===== config.mk =====
export PLATFORM = sky130hd
export DESIGN_NAME = paint_scheduler_flat
export DESIGN_NICKNAME = d
export VERILOG_FILES = /design/src/rtl/paint_scheduler_if.sv /design/src/rtl/paint_scheduler.sv /design/src/flat_wrapper.sv
export SDC_FILE = /design/constraint.sdc
export NUM_CORES = 1
export LEC_CHECK = 0
export BUFFER_PORTS_ARGS = -buffer_cell sky130_fd_sc_hd__buf_4
export CAP_MARGIN = 20
export CORE_ASPECT_RATIO = 1.4
export CORE_UTILIZATION = 52
export CTS_BUF_LIST = sky130_fd_sc_hd__clkbuf_8
export CTS_CLUSTER_DIAMETER = 50
export DETAILED_ROUTE_END_ITERATION = 8
export HOLD_SLACK_MARGIN = 0.1
export PLACE_DENSITY_LB_ADDON = 0.12
export SLEW_MARGIN = 10
export SYNTH_ARGS = -nofsm -noshare
export SYNTH_HDL_FRONTEND = slang
export SYNTH_SLANG_ARGS = --single-unit

===== constraint.sdc =====
create_clock -name Clck -period 3.1 [get_ports Clck]
set_input_delay 0.155 -clock Clck [delete_from_list [all_inputs] [get_ports Clck]]
set_output_delay 0.155 -clock Clck [all_outputs]
set_load 0.005 [all_outputs]

===== src/rtl/paint_scheduler_if.sv =====
// Request/engine bundle between three paint requesters, the scheduler and the fill engine.
// The scheduler side uses the slave modport.
interface paint_scheduler_if #(
    parameter int X_BITS     = 8,
    parameter int Y_BITS     = 7,
    parameter int COLOR_BITS = 3
);
    logic [2:0]              req_valid;
    logic [2:0]              req_ready;
    logic [3*X_BITS-1:0]     req_x_start;
    logic [3*X_BITS-1:0]     req_x_end;
    logic [3*Y_BITS-1:0]     req_y_start;
    logic [3*Y_BITS-1:0]     req_y_end;
    logic [3*COLOR_BITS-1:0] req_color;
    logic [8:0]              req_config;

    logic [X_BITS-1:0]       eng_x_start;
    logic [X_BITS-1:0]       eng_x_end;
    logic [Y_BITS-1:0]       eng_y_start;
    logic [Y_BITS-1:0]       eng_y_end;
    logic [COLOR_BITS-1:0]   eng_color;
    logic [2:0]              eng_config;
    logic                    eng_start;
    logic                    eng_done;

    logic [1:0]              grant_id;
    logic                    sched_busy;
    logic                    timeout_err;
    logic [15:0]             job_count;
    logic [7:0]              reject_count;

    modport master (
        output req_valid, req_x_start, req_x_end, req_y_start, req_y_end,
        output req_color, req_config, eng_done,
        input  req_ready, eng_x_start, eng_x_end, eng_y_start, eng_y_end,
        input  eng_color, eng_config, eng_start, grant_id, sched_busy,
        input  timeout_err, job_count, reject_count
    );

    modport slave (
        input  req_valid, req_x_start, req_x_end, req_y_start, req_y_end,
        input  req_color, req_config, eng_done,
        output req_ready, eng_x_start, eng_x_end, eng_y_start, eng_y_end,
        output eng_color, eng_config, eng_start, grant_id, sched_busy,
        output timeout_err, job_count, reject_count
    );
endinterface


===== src/rtl/paint_scheduler.sv =====
// Round-robin arbiter feeding one fill engine from three paint requesters.
// Rejects empty rectangles and aborts engine jobs that overrun the timeout.
module paint_scheduler #(
    parameter int X_BITS         = 8,
    parameter int Y_BITS         = 7,
    parameter int COLOR_BITS     = 3,
    parameter int TIMEOUT_CYCLES = 20000
) (
    input logic               Clck,
    input logic               Reset,
    paint_scheduler_if.slave  bus
);
    localparam int CW = $clog2(TIMEOUT_CYCLES) + 1;

    typedef enum logic [1:0] {
        S_IDLE,
        S_ISSUE,
        S_WAIT,
        S_DONE
    } state_t;

    state_t                r_state;
    logic [1:0]            r_last_grant;
    logic [1:0]            r_grant;
    logic [2:0]            r_req_ready;
    logic                  r_eng_start;
    logic [X_BITS-1:0]     r_xs, r_xe;
    logic [Y_BITS-1:0]     r_ys, r_ye;
    logic [COLOR_BITS-1:0] r_color;
    logic [2:0]            r_config;
    logic                  r_busy;
    logic                  r_timeout;
    logic [15:0]           r_jobs;
    logic [7:0]            r_rejects;
    logic [CW-1:0]         r_wait_cnt;

    logic [1:0]            w_c0, w_c1, w_c2;
    logic                  w_found;
    logic [1:0]            w_grant;
    logic [X_BITS-1:0]     w_xs, w_xe;
    logic [Y_BITS-1:0]     w_ys, w_ye;
    logic [COLOR_BITS-1:0] w_color;
    logic [2:0]            w_config;
    logic                  w_ok;
    logic                  w_issue_ok;

    function automatic logic [1:0] nxt(input logic [1:0] g);
        return (g == 2'd2) ? 2'd0 : g + 2'd1;
    endfunction

    // Search order starts one past the last served requester.
    always_comb begin
        w_c0    = nxt(r_last_grant);
        w_c1    = nxt(w_c0);
        w_c2    = nxt(w_c1);
        w_found = 1'b1;
        w_grant = w_c0;
        if (bus.req_valid[w_c0])      w_grant = w_c0;
        else if (bus.req_valid[w_c1]) w_grant = w_c1;
        else if (bus.req_valid[w_c2]) w_grant = w_c2;
        else                          w_found = 1'b0;
    end

    always_comb begin
        w_xs     = bus.req_x_start[int'(w_grant)*X_BITS +: X_BITS];
        w_xe     = bus.req_x_end[int'(w_grant)*X_BITS +: X_BITS];
        w_ys     = bus.req_y_start[int'(w_grant)*Y_BITS +: Y_BITS];
        w_ye     = bus.req_y_end[int'(w_grant)*Y_BITS +: Y_BITS];
        w_color  = bus.req_color[int'(w_grant)*COLOR_BITS +: COLOR_BITS];
        w_config = bus.req_config[int'(w_grant)*3 +: 3];
        w_ok     = (w_xe > w_xs) && (w_ye > w_ys);
    end

    assign w_issue_ok = (r_xe > r_xs) && (r_ye > r_ys);

    always_ff @(posedge Clck) begin
        if (Reset) begin
            r_state      <= S_IDLE;
            r_last_grant <= 2'd2;
            r_grant      <= 2'd0;
            r_req_ready  <= 3'b000;
            r_eng_start  <= 1'b0;
            r_xs         <= '0;
            r_xe         <= '0;
            r_ys         <= '0;
            r_ye         <= '0;
            r_color      <= '0;
            r_config     <= '0;
            r_busy       <= 1'b0;
            r_timeout    <= 1'b0;
            r_jobs       <= '0;
            r_rejects    <= '0;
            r_wait_cnt   <= '0;
        end else begin
            r_req_ready <= 3'b000;
            r_eng_start <= 1'b0;
            unique case (r_state)
                S_IDLE: begin
                    if (w_found) begin
                        // Pulses are pre-registered so they appear during ISSUE.
                        r_state     <= S_ISSUE;
                        r_busy      <= 1'b1;
                        r_grant     <= w_grant;
                        r_xs        <= w_xs;
                        r_xe        <= w_xe;
                        r_ys        <= w_ys;
                        r_ye        <= w_ye;
                        r_color     <= w_color;
                        r_config    <= w_config;
                        r_req_ready <= 3'b001 << w_grant;
                        r_eng_start <= w_ok;
                    end
                end
                S_ISSUE: begin
                    r_last_grant <= r_grant;
                    if (w_issue_ok) begin
                        r_state    <= S_WAIT;
                        r_wait_cnt <= '0;
                    end else begin
                        r_state <= S_IDLE;
                        r_busy  <= 1'b0;
                        if (r_rejects != 8'hFF) r_rejects <= r_rejects + 8'd1;
                    end
                end
                S_WAIT: begin
                    if (bus.eng_done) begin
                        r_state <= S_DONE;
                    end else if (r_wait_cnt == CW'(TIMEOUT_CYCLES - 1)) begin
                        r_state   <= S_IDLE;
                        r_busy    <= 1'b0;
                        r_timeout <= 1'b1;
                    end else begin
                        r_wait_cnt <= r_wait_cnt + 1'b1;
                    end
                end
                S_DONE: begin
                    r_state    <= S_IDLE;
                    r_busy     <= 1'b0;
                    r_jobs     <= r_jobs + 16'd1;
                    r_wait_cnt <= '0;
                end
                default: begin
                    r_state <= S_IDLE;
                    r_busy  <= 1'b0;
                end
            endcase
        end
    end

    assign bus.req_ready    = r_req_ready;
    assign bus.eng_start    = r_eng_start;
    assign bus.eng_x_start  = r_xs;
    assign bus.eng_x_end    = r_xe;
    assign bus.eng_y_start  = r_ys;
    assign bus.eng_y_end    = r_ye;
    assign bus.eng_color    = r_color;
    assign bus.eng_config   = r_config;
    assign bus.grant_id     = r_grant;
    assign bus.sched_busy   = r_busy;
    assign bus.timeout_err  = r_timeout;
    assign bus.job_count    = r_jobs;
    assign bus.reject_count = r_rejects;
endmodule

===== src/flat_wrapper.sv =====
// flat-port wrapper written by rule: the top's interface ports become plain ports
module paint_scheduler_flat 
#(
    parameter int X_BITS         = 8,
    parameter int Y_BITS         = 7,
    parameter int COLOR_BITS     = 3,
    parameter int TIMEOUT_CYCLES = 20000
)
  (Clck, Reset, bus_req_valid, bus_req_x_start, bus_req_x_end, bus_req_y_start, bus_req_y_end, bus_req_color, bus_req_config, bus_eng_done, bus_req_ready, bus_eng_x_start, bus_eng_x_end, bus_eng_y_start, bus_eng_y_end, bus_eng_color, bus_eng_config, bus_eng_start, bus_grant_id, bus_sched_busy, bus_timeout_err, bus_job_count, bus_reject_count);
  paint_scheduler_if #(.X_BITS(X_BITS), .Y_BITS(Y_BITS), .COLOR_BITS(COLOR_BITS)) bus_i ();
  input logic Clck;
  input logic Reset;
  input wire logic [$bits(bus_i.req_valid)-1:0] bus_req_valid;
  input wire logic [$bits(bus_i.req_x_start)-1:0] bus_req_x_start;
  input wire logic [$bits(bus_i.req_x_end)-1:0] bus_req_x_end;
  input wire logic [$bits(bus_i.req_y_start)-1:0] bus_req_y_start;
  input wire logic [$bits(bus_i.req_y_end)-1:0] bus_req_y_end;
  input wire logic [$bits(bus_i.req_color)-1:0] bus_req_color;
  input wire logic [$bits(bus_i.req_config)-1:0] bus_req_config;
  input wire logic [$bits(bus_i.eng_done)-1:0] bus_eng_done;
  output wire logic [$bits(bus_i.req_ready)-1:0] bus_req_ready;
  output wire logic [$bits(bus_i.eng_x_start)-1:0] bus_eng_x_start;
  output wire logic [$bits(bus_i.eng_x_end)-1:0] bus_eng_x_end;
  output wire logic [$bits(bus_i.eng_y_start)-1:0] bus_eng_y_start;
  output wire logic [$bits(bus_i.eng_y_end)-1:0] bus_eng_y_end;
  output wire logic [$bits(bus_i.eng_color)-1:0] bus_eng_color;
  output wire logic [$bits(bus_i.eng_config)-1:0] bus_eng_config;
  output wire logic [$bits(bus_i.eng_start)-1:0] bus_eng_start;
  output wire logic [$bits(bus_i.grant_id)-1:0] bus_grant_id;
  output wire logic [$bits(bus_i.sched_busy)-1:0] bus_sched_busy;
  output wire logic [$bits(bus_i.timeout_err)-1:0] bus_timeout_err;
  output wire logic [$bits(bus_i.job_count)-1:0] bus_job_count;
  output wire logic [$bits(bus_i.reject_count)-1:0] bus_reject_count;
  assign bus_i.req_valid = bus_req_valid;
  assign bus_i.req_x_start = bus_req_x_start;
  assign bus_i.req_x_end = bus_req_x_end;
  assign bus_i.req_y_start = bus_req_y_start;
  assign bus_i.req_y_end = bus_req_y_end;
  assign bus_i.req_color = bus_req_color;
  assign bus_i.req_config = bus_req_config;
  assign bus_i.eng_done = bus_eng_done;
  assign bus_req_ready = bus_i.req_ready;
  assign bus_eng_x_start = bus_i.eng_x_start;
  assign bus_eng_x_end = bus_i.eng_x_end;
  assign bus_eng_y_start = bus_i.eng_y_start;
  assign bus_eng_y_end = bus_i.eng_y_end;
  assign bus_eng_color = bus_i.eng_color;
  assign bus_eng_config = bus_i.eng_config;
  assign bus_eng_start = bus_i.eng_start;
  assign bus_grant_id = bus_i.grant_id;
  assign bus_sched_busy = bus_i.sched_busy;
  assign bus_timeout_err = bus_i.timeout_err;
  assign bus_job_count = bus_i.job_count;
  assign bus_reject_count = bus_i.reject_count;
  paint_scheduler #(.X_BITS(X_BITS), .Y_BITS(Y_BITS), .COLOR_BITS(COLOR_BITS), .TIMEOUT_CYCLES(TIMEOUT_CYCLES)) u_core (.Clck(Clck), .Reset(Reset), .bus(bus_i));
endmodule

==> run_results.csv <==
group,metric,value,unit
power,p_leak,2.988,nW
grt,overflow,0,
synthesis,syn_nets,771,
place,dpl_worst_slack,277.3,ps
clocking,post_cts.repair.setup_buffers,0,
synthesis,synth.avg_cell_area,7.980,um2
synthesis,synth_seq_area_share,35.38,%
final_layout,nets,961,
setup_path,cp.arrival,3120,ps
synthesis,synth-edff-count,0,
grt,grt_pass1_vias,5510,
power,powerDensity,492.7,mW/mm2
final_layout,fin_util,75.14,%
setup_path,path_class,"register to register",
routing,ant_nets,0,
grt,antenna_found_initial,0,
timing,fin_crit_sh,92.72,%
synthesis,synth_area,0.004980,mm2
timing,finalClockSkew,13.50,ps
floorplanning,die_h,117.8,um
synthesis,synth_compound_area_share,23.97,%
routing,drt-vias-per-instance,5.904,
timing,slew_violations,0,
synthesis,synth_cell_types,49,
synthesis,synth_top_family_by_area,"compound AO/OA/AOI/OAI gates",
final_layout,antenna_cells,0,
timing,clock.fmax,0.3479,GHz
timing,layout_setup_ws,225.6,ps
clocking,clk_pin_slew,90,ps
setup_path,worst_ep_required_time,3340,ps
min_path,holdPathStages,3,
routing,vias,5467,
timing,tns,0,ps
power,max-vdd-ir-drop,0.0002998,V
floorplanning,row_count,41,
clocking,clockBufferDepth,2,
timing,rsz0062_at_grt,"no",
floorplanning,die_x,84.71,um
synthesis,synthCells,624,
setup_path,ff2ff_path_depth,14,
outcome,violations,"design-rule violations",
synthesis,synth-xor-area-share,4.749,%
routing,drtIter0Drc,318,
floorplanning,dieArea,0.009977,mm2
job,max_cap_viol_count,0,
floorplanning,coreArea,0.009131,mm2
routing,first_pass_iters,7,
synthesis,ys_async_sr_fraction,0,%
grt,grt_start_max_net_pins,56,
floorplanning,ios,182,
setup_path,cp-end-kind,"register",
grt,grt_usage,31.39,%
routing,remaining_drc_errors,7,
clocking,cts-root-buf,"clkbuf_8",
clocking,insertion_delay,370,ps
min_path,holdCritPathClass,"primary input to register",
timing,setup_viol,0,
synthesis,synthFlopType,"dfxtp_1",
setup_path,crit_fanout,12,
place,place_inst,889,
synthesis,ys_top_cells_by_area,"dfxtp_1 (35%), ha_1 (8.3%), nor2_1 (5.9%)",
synthesis,synth_top_area_share,35.38,%
timing,slew_headroom,36.75,%
outcome,outcome,"finished with violations",
final_layout,area_growth,37.79,%
synthesis,ys_warn_count,0,
place,port_buffers,181,
final_layout,final_cells,926,
synthesis,synthAdderAreaFrac,8.291,%
grt,grt_pass1_wl,25.32,mm
floorplanning,initial_core_util,54.54,%
clocking,cts_max_level,3,
synthesis,yosys.area_share.simple,22.26,%
final_layout,drive_gt1_share,26.86,%
place,dp_hpwl,11.56,mm
timing,final_hold_viol_count,0,
timing,holdWs,104.1,ps
clocking,clock_sinks,88,
clocking,cts_tree,"built",
synthesis,muxShareOfSynthArea,0.4020,%
timing,tightest_slew,946.5,ps
timing,period_needed,2874,ps
routing,wl,15.68,mm
clocking,cts_made_buffers,9,
synthesis,yosysTopAreaCell,"dfxtp_1",
routing,wire_per_inst,16.94,um
synthesis,ys_seq_elements,88,
setup_path,crit_path_start_kind,"register",
place,gp_congestion,0.9138,
-- per-layer routing --
metal	up-vias	track usage, %	routed length [um]	share of wire, %
met5	-	0	0	0
met4	0	14.94	503	3.2
met3	45	5.330	1107	7.1
met2	241	56.55	8092	52
met1	2537	35.36	5980	38
li1	2644	-	-	-
-- cells by family after synthesis --
logic type      Yosys count
simple gates            231
compound gates          179
flops                    88
buf+inv                  64
fa+ha+maj                33
xor+xnor                 27
mux                       2
-- cell type report --
type                            instances  area (um2)
Multi-Input combinational cell        472        2988
Fill cell                             703        2270
Sequential cell                        88        1762
Timing Repair Buffer                  215        1667
Clock buffer                           11       151.4
Tap cell                              107       133.9
Inverter                               28       105.1
Clock inverter                          5       55.05
-- metrics by stage --
stage	power (W)	area (um2)
floorplan	0.002004	4980
global placement	0.002462	6445
detailed placement	0.002498	6445
CTS	0.003365	6862
global route	0.003562	6862
finish	0.003381	6862
-- synthesized netlist by cell type, types with 3 or more instances --
library cell and number:
nor2_1 78, nand2_1 52, o21bai_1 32, and3_1 5, inv_1 28, nand4_1 16
a21o_1 4, xor2_1 15, a21oi_1 28, ha_1 33, a211oi_1 4, dfxtp_1 88
o211ai_1 5, or3_1 29, xnor2_1 12, a22oi_1 9, o21ai_0 47, a31oi_1 10
nand3_1 12, o21a_1 3, nor2b_1 4, buf_2 5, clkbuf_1 30, nor3_1 22
o32ai_1 21
-- state kept, by name, summed over array words and instances (netlist names) --
name	cells
u_core.r_wait_cnt	16
u_core.bus.job_count	16
u_core.bus.eng_start	1
u_core.bus.eng_y_end	7
u_core.bus.eng_x_end	8
u_core.bus.eng_y_start	7
u_core.bus.grant_id	2
u_core.bus.eng_x_start	8
u_core.bus.req_ready	3
u_core.r_state	2
u_core.bus.eng_config	3
u_core.bus.eng_color	3
u_core.bus.reject_count	8
u_core.bus.timeout_err	1
u_core.r_last_grant	2
u_core.bus.sched_busy	1
-- placed cells by master, fill, tap and decap left out, drive strengths merged, types with 23 or more instances in the layout --
cell      n
nor3     23
buf     194
inv      30
ha       33
nor2     80
dfxtp    88
nand2    52
or3      29
o21bai   32
a21oi    28
o21ai    50
-- critical path, stage by stage (launching register included) --
cell and delay [ps]:
dfxtp_1 350, inv_1 90, nand2_1 90, a32o_1 430
or3_1 410, o21ai_0 120, o21bai_1 170, ha_1 270
nor2b_1 130, o21ai_0 150, nand2b_1 70, a21oi_1 140
nor2_1 50, a211oi_1 210, nor3_1 80
-- worst paths after layout --
path              slack [ps]                                start                                      to
setup / recovery         230  u_core.r_last_grant[1]$_SDFFE_PP1N_         u_core.bus.eng_start$_SDFF_PP0_
hold / removal           100                  bus_req_y_start[13]  u_core.bus.eng_y_start[6]$_SDFFE_PP0P_
setup reg to reg         230  u_core.r_last_grant[1]$_SDFFE_PP1N_         u_core.bus.eng_start$_SDFF_PP0_
hold reg to reg          490  u_core.bus.timeout_err$_SDFFE_PP0P_     u_core.bus.timeout_err$_SDFFE_PP0P_
-- power by group --
| part | total, W | internal [W] | switching, W | leakage (nW) |
|---|---|---|---|---|
| Clock | 0.000848 | 0.000416 | 0.000432 | 0.107 |
| Combinational | 0.00121 | 0.000576 | 0.000631 | 2.16 |
| Sequential | 0.00133 | 0.00123 | 0.0000919 | 0.719 |
| Total | 0.00338 | 0.00223 | 0.00115 | 2.99 |
-- repair_timing --
item,in CTS,in global routing
hold buffers,21,0
endpoints found under the hold margin,15,0
gates resized for setup,0,0
Note: power is estimated with default switching activity, not from simulation.
